File: src/rtl/uart_fifo_core.sv
// UART core: free-running baud tick, 16x-oversampling RX, TX, and one RX and one TX FIFO.
// Define UART_PARITY_EN to add an even-parity bit to both directions.
module uart_fifo_core #(
    parameter int unsigned DBIT     = 8,
    parameter int unsigned SB_TICK  = 16,
    parameter int unsigned DVSR     = 163,
    parameter int unsigned DVSR_BIT = 8,
    parameter int unsigned FIFO_W   = 2
) (
    input  logic            i_clk,
    input  logic            i_rst,
    input  logic            i_rx,
    input  logic            i_rd_uart,
    input  logic            i_wr_uart,
    input  logic [DBIT-1:0] i_w_data,
    output logic [DBIT-1:0] o_r_data,
    output logic            o_rx_empty,
    output logic            o_tx_full,
    output logic            o_rx_overrun,
    output logic            o_frame_err,
    output logic            o_parity_err,
    output logic            o_tx
);
    localparam int unsigned Depth    = 2 ** FIFO_W;
    localparam logic [5:0]  StopLast = 6'(SB_TICK - 1);
    localparam logic [3:0]  DataLast = 4'(DBIT - 1);

`ifdef UART_PARITY_EN
    typedef enum logic [2:0] {StIdle, StStart, StData, StParity, StStop} state_e;
`else
    typedef enum logic [2:0] {StIdle, StStart, StData, StStop} state_e;
`endif

    logic                rx_meta_q, rx_sync_q;
    logic [DVSR_BIT-1:0] baud_q;
    logic                tick;

    state_e              rx_st_q, rx_st_d, tx_st_q, tx_st_d;
    logic [5:0]          rx_s_q, rx_s_d, tx_s_q, tx_s_d;
    logic [3:0]          rx_n_q, rx_n_d, tx_n_q, tx_n_d;
    logic [DBIT-1:0]     rx_b_q, rx_b_d, tx_b_q, tx_b_d;
    logic                rx_done_q, rx_done_d, frame_set, frame_q, overrun_q;
    logic                tx_q, tx_d, tx_pop;

    logic [DBIT-1:0]     rx_mem_q [Depth];
    logic [DBIT-1:0]     tx_mem_q [Depth];
    logic [FIFO_W-1:0]   rx_wp_q, rx_rp_q, tx_wp_q, tx_rp_q;
    logic                rx_full_q, rx_empty_q, tx_full_q, tx_empty_q;
    logic                rx_do_wr, rx_do_rd, tx_do_wr, tx_do_rd;

    assign tick = (baud_q == DVSR_BIT'(DVSR - 1));

`ifdef UART_PARITY_EN
    logic tx_par_q, tx_par_d, parity_set, parity_q;
    assign o_parity_err = parity_q;
`else
    assign o_parity_err = 1'b0;
`endif

    always_comb begin
        rx_st_d   = rx_st_q;
        rx_s_d    = rx_s_q;
        rx_n_d    = rx_n_q;
        rx_b_d    = rx_b_q;
        rx_done_d = 1'b0;
        frame_set = 1'b0;
`ifdef UART_PARITY_EN
        parity_set = 1'b0;
`endif
        unique case (rx_st_q)
            StIdle: if (!rx_sync_q) begin
                rx_st_d = StStart;
                rx_s_d  = '0;
            end
            // Mid-start re-check rejects glitches shorter than half a bit.
            StStart: if (tick) begin
                if (rx_s_q == 6'd7) begin
                    rx_s_d  = '0;
                    rx_n_d  = '0;
                    rx_st_d = rx_sync_q ? StIdle : StData;
                end else rx_s_d = rx_s_q + 6'd1;
            end
            StData: if (tick) begin
                if (rx_s_q == 6'd15) begin
                    rx_s_d = '0;
                    rx_b_d = {rx_sync_q, rx_b_q[DBIT-1:1]};
                    if (rx_n_q == DataLast) begin
`ifdef UART_PARITY_EN
                        rx_st_d = StParity;
`else
                        rx_st_d = StStop;
`endif
                    end else rx_n_d = rx_n_q + 4'd1;
                end else rx_s_d = rx_s_q + 6'd1;
            end
`ifdef UART_PARITY_EN
            StParity: if (tick) begin
                if (rx_s_q == 6'd15) begin
                    rx_s_d     = '0;
                    parity_set = (rx_sync_q != ^rx_b_q);
                    rx_st_d    = StStop;
                end else rx_s_d = rx_s_q + 6'd1;
            end
`endif
            StStop: if (tick) begin
                if (rx_s_q == StopLast) begin
                    rx_st_d   = StIdle;
                    rx_done_d = 1'b1;
                    frame_set = !rx_sync_q;
                end else rx_s_d = rx_s_q + 6'd1;
            end
            default: rx_st_d = StIdle;
        endcase
    end

    always_comb begin
        tx_st_d = tx_st_q;
        tx_s_d  = tx_s_q;
        tx_n_d  = tx_n_q;
        tx_b_d  = tx_b_q;
        tx_d    = 1'b1;
        tx_pop  = 1'b0;
`ifdef UART_PARITY_EN
        tx_par_d = tx_par_q;
`endif
        unique case (tx_st_q)
            StIdle: if (!tx_empty_q) begin
                tx_pop  = 1'b1;
                tx_b_d  = tx_mem_q[tx_rp_q];
                tx_s_d  = '0;
                tx_n_d  = '0;
                tx_st_d = StStart;
`ifdef UART_PARITY_EN
                tx_par_d = ^tx_mem_q[tx_rp_q];
`endif
            end
            StStart: begin
                tx_d = 1'b0;
                if (tick) begin
                    if (tx_s_q == 6'd15) begin
                        tx_s_d  = '0;
                        tx_st_d = StData;
                    end else tx_s_d = tx_s_q + 6'd1;
                end
            end
            StData: begin
                tx_d = tx_b_q[0];
                if (tick) begin
                    if (tx_s_q == 6'd15) begin
                        tx_s_d = '0;
                        tx_b_d = tx_b_q >> 1;
                        if (tx_n_q == DataLast) begin
`ifdef UART_PARITY_EN
                            tx_st_d = StParity;
`else
                            tx_st_d = StStop;
`endif
                        end else tx_n_d = tx_n_q + 4'd1;
                    end else tx_s_d = tx_s_q + 6'd1;
                end
            end
`ifdef UART_PARITY_EN
            StParity: begin
                tx_d = tx_par_q;
                if (tick) begin
                    if (tx_s_q == 6'd15) begin
                        tx_s_d  = '0;
                        tx_st_d = StStop;
                    end else tx_s_d = tx_s_q + 6'd1;
                end
            end
`endif
            StStop: if (tick) begin
                if (tx_s_q == StopLast) tx_st_d = StIdle;
                else tx_s_d = tx_s_q + 6'd1;
            end
            default: tx_st_d = StIdle;
        endcase
    end

    // A push into a full FIFO is only accepted alongside a pop.
    assign rx_do_wr = rx_done_q && (!rx_full_q || i_rd_uart);
    assign rx_do_rd = i_rd_uart && !rx_empty_q;
    assign tx_do_wr = i_wr_uart && (!tx_full_q || tx_pop);
    assign tx_do_rd = tx_pop && !tx_empty_q;

    always_ff @(posedge i_clk or posedge i_rst) begin
        if (i_rst) begin
            rx_meta_q <= 1'b1;
            rx_sync_q <= 1'b1;
            baud_q    <= '0;
            rx_st_q   <= StIdle;
            rx_s_q    <= '0;
            rx_n_q    <= '0;
            rx_b_q    <= '0;
            rx_done_q <= 1'b0;
            tx_st_q   <= StIdle;
            tx_s_q    <= '0;
            tx_n_q    <= '0;
            tx_b_q    <= '0;
            tx_q      <= 1'b1;
            overrun_q <= 1'b0;
            frame_q   <= 1'b0;
`ifdef UART_PARITY_EN
            tx_par_q  <= 1'b0;
            parity_q  <= 1'b0;
`endif
        end else begin
            rx_meta_q <= i_rx;
            rx_sync_q <= rx_meta_q;
            baud_q    <= tick ? '0 : baud_q + DVSR_BIT'(1);
            rx_st_q   <= rx_st_d;
            rx_s_q    <= rx_s_d;
            rx_n_q    <= rx_n_d;
            rx_b_q    <= rx_b_d;
            rx_done_q <= rx_done_d;
            tx_st_q   <= tx_st_d;
            tx_s_q    <= tx_s_d;
            tx_n_q    <= tx_n_d;
            tx_b_q    <= tx_b_d;
            tx_q      <= tx_d;
            overrun_q <= (overrun_q & ~rx_do_rd) | (rx_done_q & ~rx_do_wr);
            frame_q   <= (frame_q & ~rx_do_rd) | frame_set;
`ifdef UART_PARITY_EN
            tx_par_q  <= tx_par_d;
            parity_q  <= (parity_q & ~rx_do_rd) | parity_set;
`endif
        end
    end

    always_ff @(posedge i_clk or posedge i_rst) begin
        if (i_rst) begin
            rx_mem_q   <= '{default: '0};
            tx_mem_q   <= '{default: '0};
            rx_wp_q    <= '0;
            rx_rp_q    <= '0;
            tx_wp_q    <= '0;
            tx_rp_q    <= '0;
            rx_full_q  <= 1'b0;
            rx_empty_q <= 1'b1;
            tx_full_q  <= 1'b0;
            tx_empty_q <= 1'b1;
        end else begin
            if (rx_do_wr) begin
                rx_mem_q[rx_wp_q] <= rx_b_q;
                rx_wp_q           <= rx_wp_q + FIFO_W'(1);
            end
            if (rx_do_rd) rx_rp_q <= rx_rp_q + FIFO_W'(1);
            if (rx_do_wr && !rx_do_rd) begin
                rx_empty_q <= 1'b0;
                rx_full_q  <= (rx_wp_q + FIFO_W'(1) == rx_rp_q);
            end else if (rx_do_rd && !rx_do_wr) begin
                rx_full_q  <= 1'b0;
                rx_empty_q <= (rx_rp_q + FIFO_W'(1) == rx_wp_q);
            end
            if (tx_do_wr) begin
                tx_mem_q[tx_wp_q] <= i_w_data;
                tx_wp_q           <= tx_wp_q + FIFO_W'(1);
            end
            if (tx_do_rd) tx_rp_q <= tx_rp_q + FIFO_W'(1);
            if (tx_do_wr && !tx_do_rd) begin
                tx_empty_q <= 1'b0;
                tx_full_q  <= (tx_wp_q + FIFO_W'(1) == tx_rp_q);
            end else if (tx_do_rd && !tx_do_wr) begin
                tx_full_q  <= 1'b0;
                tx_empty_q <= (tx_rp_q + FIFO_W'(1) == tx_wp_q);
            end
        end
    end

    assign o_r_data     = rx_empty_q ? '0 : rx_mem_q[rx_rp_q];
    assign o_rx_empty   = rx_empty_q;
    assign o_tx_full    = tx_full_q;
    assign o_rx_overrun = overrun_q;
    assign o_frame_err  = frame_q;
    assign o_tx         = tx_q;
endmodule

File: config.mk
export PLATFORM = sky130hd
export DESIGN_NAME = uart_fifo_core
export DESIGN_NICKNAME = d
export VERILOG_FILES = /design/src/rtl/uart_fifo_core.sv
export SDC_FILE = /design/constraint.sdc
export NUM_CORES = 1
export LEC_CHECK = 0
export BUFFER_PORTS_ARGS = -buffer_cell sky130_fd_sc_hd__buf_4
export CAP_MARGIN = 20
export CELL_PAD_IN_SITES_DETAIL_PLACEMENT = 1
export CELL_PAD_IN_SITES_GLOBAL_PLACEMENT = 1
export CORE_ASPECT_RATIO = 0.8
export CORE_UTILIZATION = 53
export CTS_BUF_LIST = sky130_fd_sc_hd__clkbuf_4
export CTS_CLUSTER_SIZE = 8
export DETAILED_ROUTE_END_ITERATION = 16
export GPL_TIMING_DRIVEN = 0
export PLACE_DENSITY = 0.8
export SLEW_MARGIN = 20
export SYNTH_ARGS = -nofsm -noshare
export SYNTH_HDL_FRONTEND = slang
export SYNTH_SLANG_ARGS = --single-unit
File: constraint.sdc
create_clock -name i_clk -period 6.3 [get_ports i_clk]
set_clock_uncertainty 0.2 [all_clocks]
set_input_delay 1.26 -clock i_clk [delete_from_list [all_inputs] [get_ports i_clk]]
set_output_delay 1.26 -clock i_clk [all_outputs]
set_load 0.01 [all_outputs]
==> out/metrics.cfg <==
[outcome]
outcome=finished clean

[global_routing]
grt_max_degree=102
first_global_vias=4469
grt_overflow=0
antenna_found_initial=0
grt_pass1_wl_um=22700
track_usage=0.245

[clocking]
root_buffer=clkbuf_4
clkTransAtPathRegs_ns=0.13
cts_tree=done
cts_made_buffers=17
cts.sinks=130
cts_max_path_buffers=2
holdBufCountCts=0
ctsResizeCount=0
cts_setup_buffers=0
insertion_delay_ns=0.52
h-tree-depth=4

[worst_setup_path]
arrival_ns=2.56
rrSetupSlack_ns=3.68
required_ns=4.84
critPathMaxFanout=10
cp-end-kind=primary output
worst_setup_path_start_kind=flip-flop
worstSetupPathType=flip-flop to primary output

[sta]
worst-slew-pin-transition_ns=0.793
period_share=0.637
timing.final.ws_setup_ns=2.28
relSlewSlack=0.471
rsz0062_at_grt=false
min_period_ns=4.02
drv_slew=0
setup_viol=0
max_clock_freq_ghz=0.249
hold_viol_final=0
holdWs_ns=0.175

[floorplan]
dieArea_sq_mm=0.0123
die_h_um=99.5
die_w_um=124
core_area_sq_mm=0.0116
ios=27
start_util=0.545
num_rows=35

[cells_and_area]
antenna_cells=0
multi_input_comb_area_sq_mm=0.00291
fill_cells=1179
finalNetCount=576
synthToLayoutAreaGrowth_pct=10.7
drive_gt1_frac=0.299
regArea_sq_mm=0.00326

[synthesis]
yosysWarnings=0
synth-seq-cells=130
synth_top_area_frac=0.497
synth-edff-count=0
syn_inst=497
synth_ff_type=dfrtp_1
yosysTopAreaCell=dfrtp_1
synthesis.nets=531
synth_area_leaders=dfrtp_1 50%, mux2_2 13%, mux4_2 5.7%
synth_cell_types=58
synth_area_sq_mm=0.00630
avgSynthCellArea_sq_um=12.7
ys_seq_area_frac=0.517
async_flop_share=1.00

[placed_design]
gp_congestion=0.802
io_buffers=25
dp_slack_ns=2.83
dp_hpwl_um=9430

[drt]
finalWirelength_um=13500
wl_per_cell_um=19.1
drt_iter0_drc=159
vias=4126
vias_per_cell=5.87
firstDrtPassIters=5
remaining_drc_errors=0
ant_nets=0

[power_and_ir_drop]
power.total_mw=2.51
powerDensity_mw_per_mm2=360
irDropWorstVdd_mv=0.225
p_leak_nw=3.21

[run]
cap_violations=0

[hold_path]
hold_path.class=flip-flop to flip-flop

[final cells by class]
cell class / count / area share
sequential: 130 / 0.467
multi-input combinational: 336 / 0.417
timing repair buffer: 26 / 0.0309
tap: 148 / 0.0266
clock buffer: 18 / 0.0194
clock inverter: 14 / 0.0187
buffer: 17 / 0.0115
inverter: 14 / 0.00861
[per-stage QoR]
| stage | util | area, sq um | setup TNS, ns | instances |
|---|---|---|---|---|
| floorplan | - | 6300 | 0 | 497 |
| global placement | 0.577 | 6670 | -4.79 | 670 |
| detailed placement | 0.580 | 6710 | 0 | 671 |
| CTS | 0.603 | 6970 | 0 | 703 |
| global route | 0.603 | 6970 | 0 | 703 |
| finish | 0.603 | 6970 | 0 | 703 |
[path summary, 6_finish.rpt]
| path | cells past startpoint | start | to |
|---|---|---|---|
| setup reg to reg | 6 | baud_q[2] | tx_b_q[4] |
| min in group asynchronous | 2 | i_rst | rx_b_q[3] |
| setup / recovery | 4 | rx_rp_q[0] | o_r_data[0] |
| hold / removal | 0 | rx_meta_q | rx_sync_q |
| hold reg to reg | 0 | rx_meta_q | rx_sync_q |
| max in group asynchronous | 3 | i_rst | o_tx |
[critical path, cell delays in order, from the launching register on]
cell and delay, ns:
dfrtp_1 0.46, buf_1 0.63, mux4_2 0.60, nor2b_1 0.17, buf_4 0.18
[Yosys cell counts (2+ instances only)]
| cell type | number |
|---|---|
| a211o_1 | 3 |
| a21boi_0 | 2 |
| a21oi_1 | 9 |
| a22o_1 | 3 |
| a22oi_1 | 4 |
| a31oi_1 | 4 |
| and3_1 | 8 |
| buf_1 | 3 |
| buf_4 | 2 |
| clkbuf_1 | 10 |
| dfrtp_1 | 125 |
| dfstp_2 | 5 |
| ha_1 | 21 |
| inv_1 | 14 |
| mux2_1 | 13 |
| mux2_2 | 75 |
| mux2i_1 | 4 |
| mux4_2 | 16 |
| nand2_1 | 32 |
| nand2b_1 | 7 |
| nand3_1 | 21 |
| nand3b_1 | 2 |
| nand4_1 | 2 |
| nor2_1 | 16 |
| nor2b_1 | 12 |
| nor3b_1 | 3 |
| o211a_1 | 2 |
| o211ai_1 | 4 |
| o21ai_0 | 23 |
| o21ai_1 | 2 |
| o22ai_1 | 2 |
| o31ai_1 | 10 |
| xnor2_1 | 13 |
[layer usage]
layer | GRT usage | vias up | wire [um]
li1 | - | 1901 | -
met1 | 0.331 | 2164 | 6210
met2 | 0.395 | 47 | 6740
met3 | 0.0568 | 14 | 341
met4 | 0.0769 | 0 | 165
met5 | 0 | - | 0
[layout by cell type, fill, tap and decap left out, drive strengths merged, types with 10 or more instances in the layout]
cell type / n
buf: 33
nor2b: 12
inv: 19
dfrtp: 125
xnor2: 13
o21ai: 25
ha: 21
mux2: 88
o31ai: 10
nor2: 17
nand2: 32
nand3: 21
mux4: 16
clkbuf: 28
[where the power goes]
group,internal [mW],switching [mW],total (mW)
registers,1.01,0.114,1.13
clock network,0.206,0.340,0.545
logic,0.426,0.416,0.842
total,1.64,0.869,2.51
[cells by family after synthesis]
group                      after synthesis  share of synthesized area
buffers and inverters                   31                     0.0211
adders and majority gates               21                     0.0417
DFF                                    130                      0.517
AOI/OAI and AO/OA                       75                     0.0804
xor gates and xnor gates                14                     0.0195
and+or+nand+nor                        117                     0.0985
muxes                                  108                      0.221
other                                    1                   0.000595
[registers in the layout, summed over array words and instances (netlist names), 4 cells and up]
signal	cells
tx_n_q	4
tx_s_q	6
baud_q	8
rx_mem_q	32
rx_b_q	8
tx_b_q	8
rx_s_q	6
tx_mem_q	32
rx_n_q	4
Note: power is estimated with default switching activity, not from simulation.
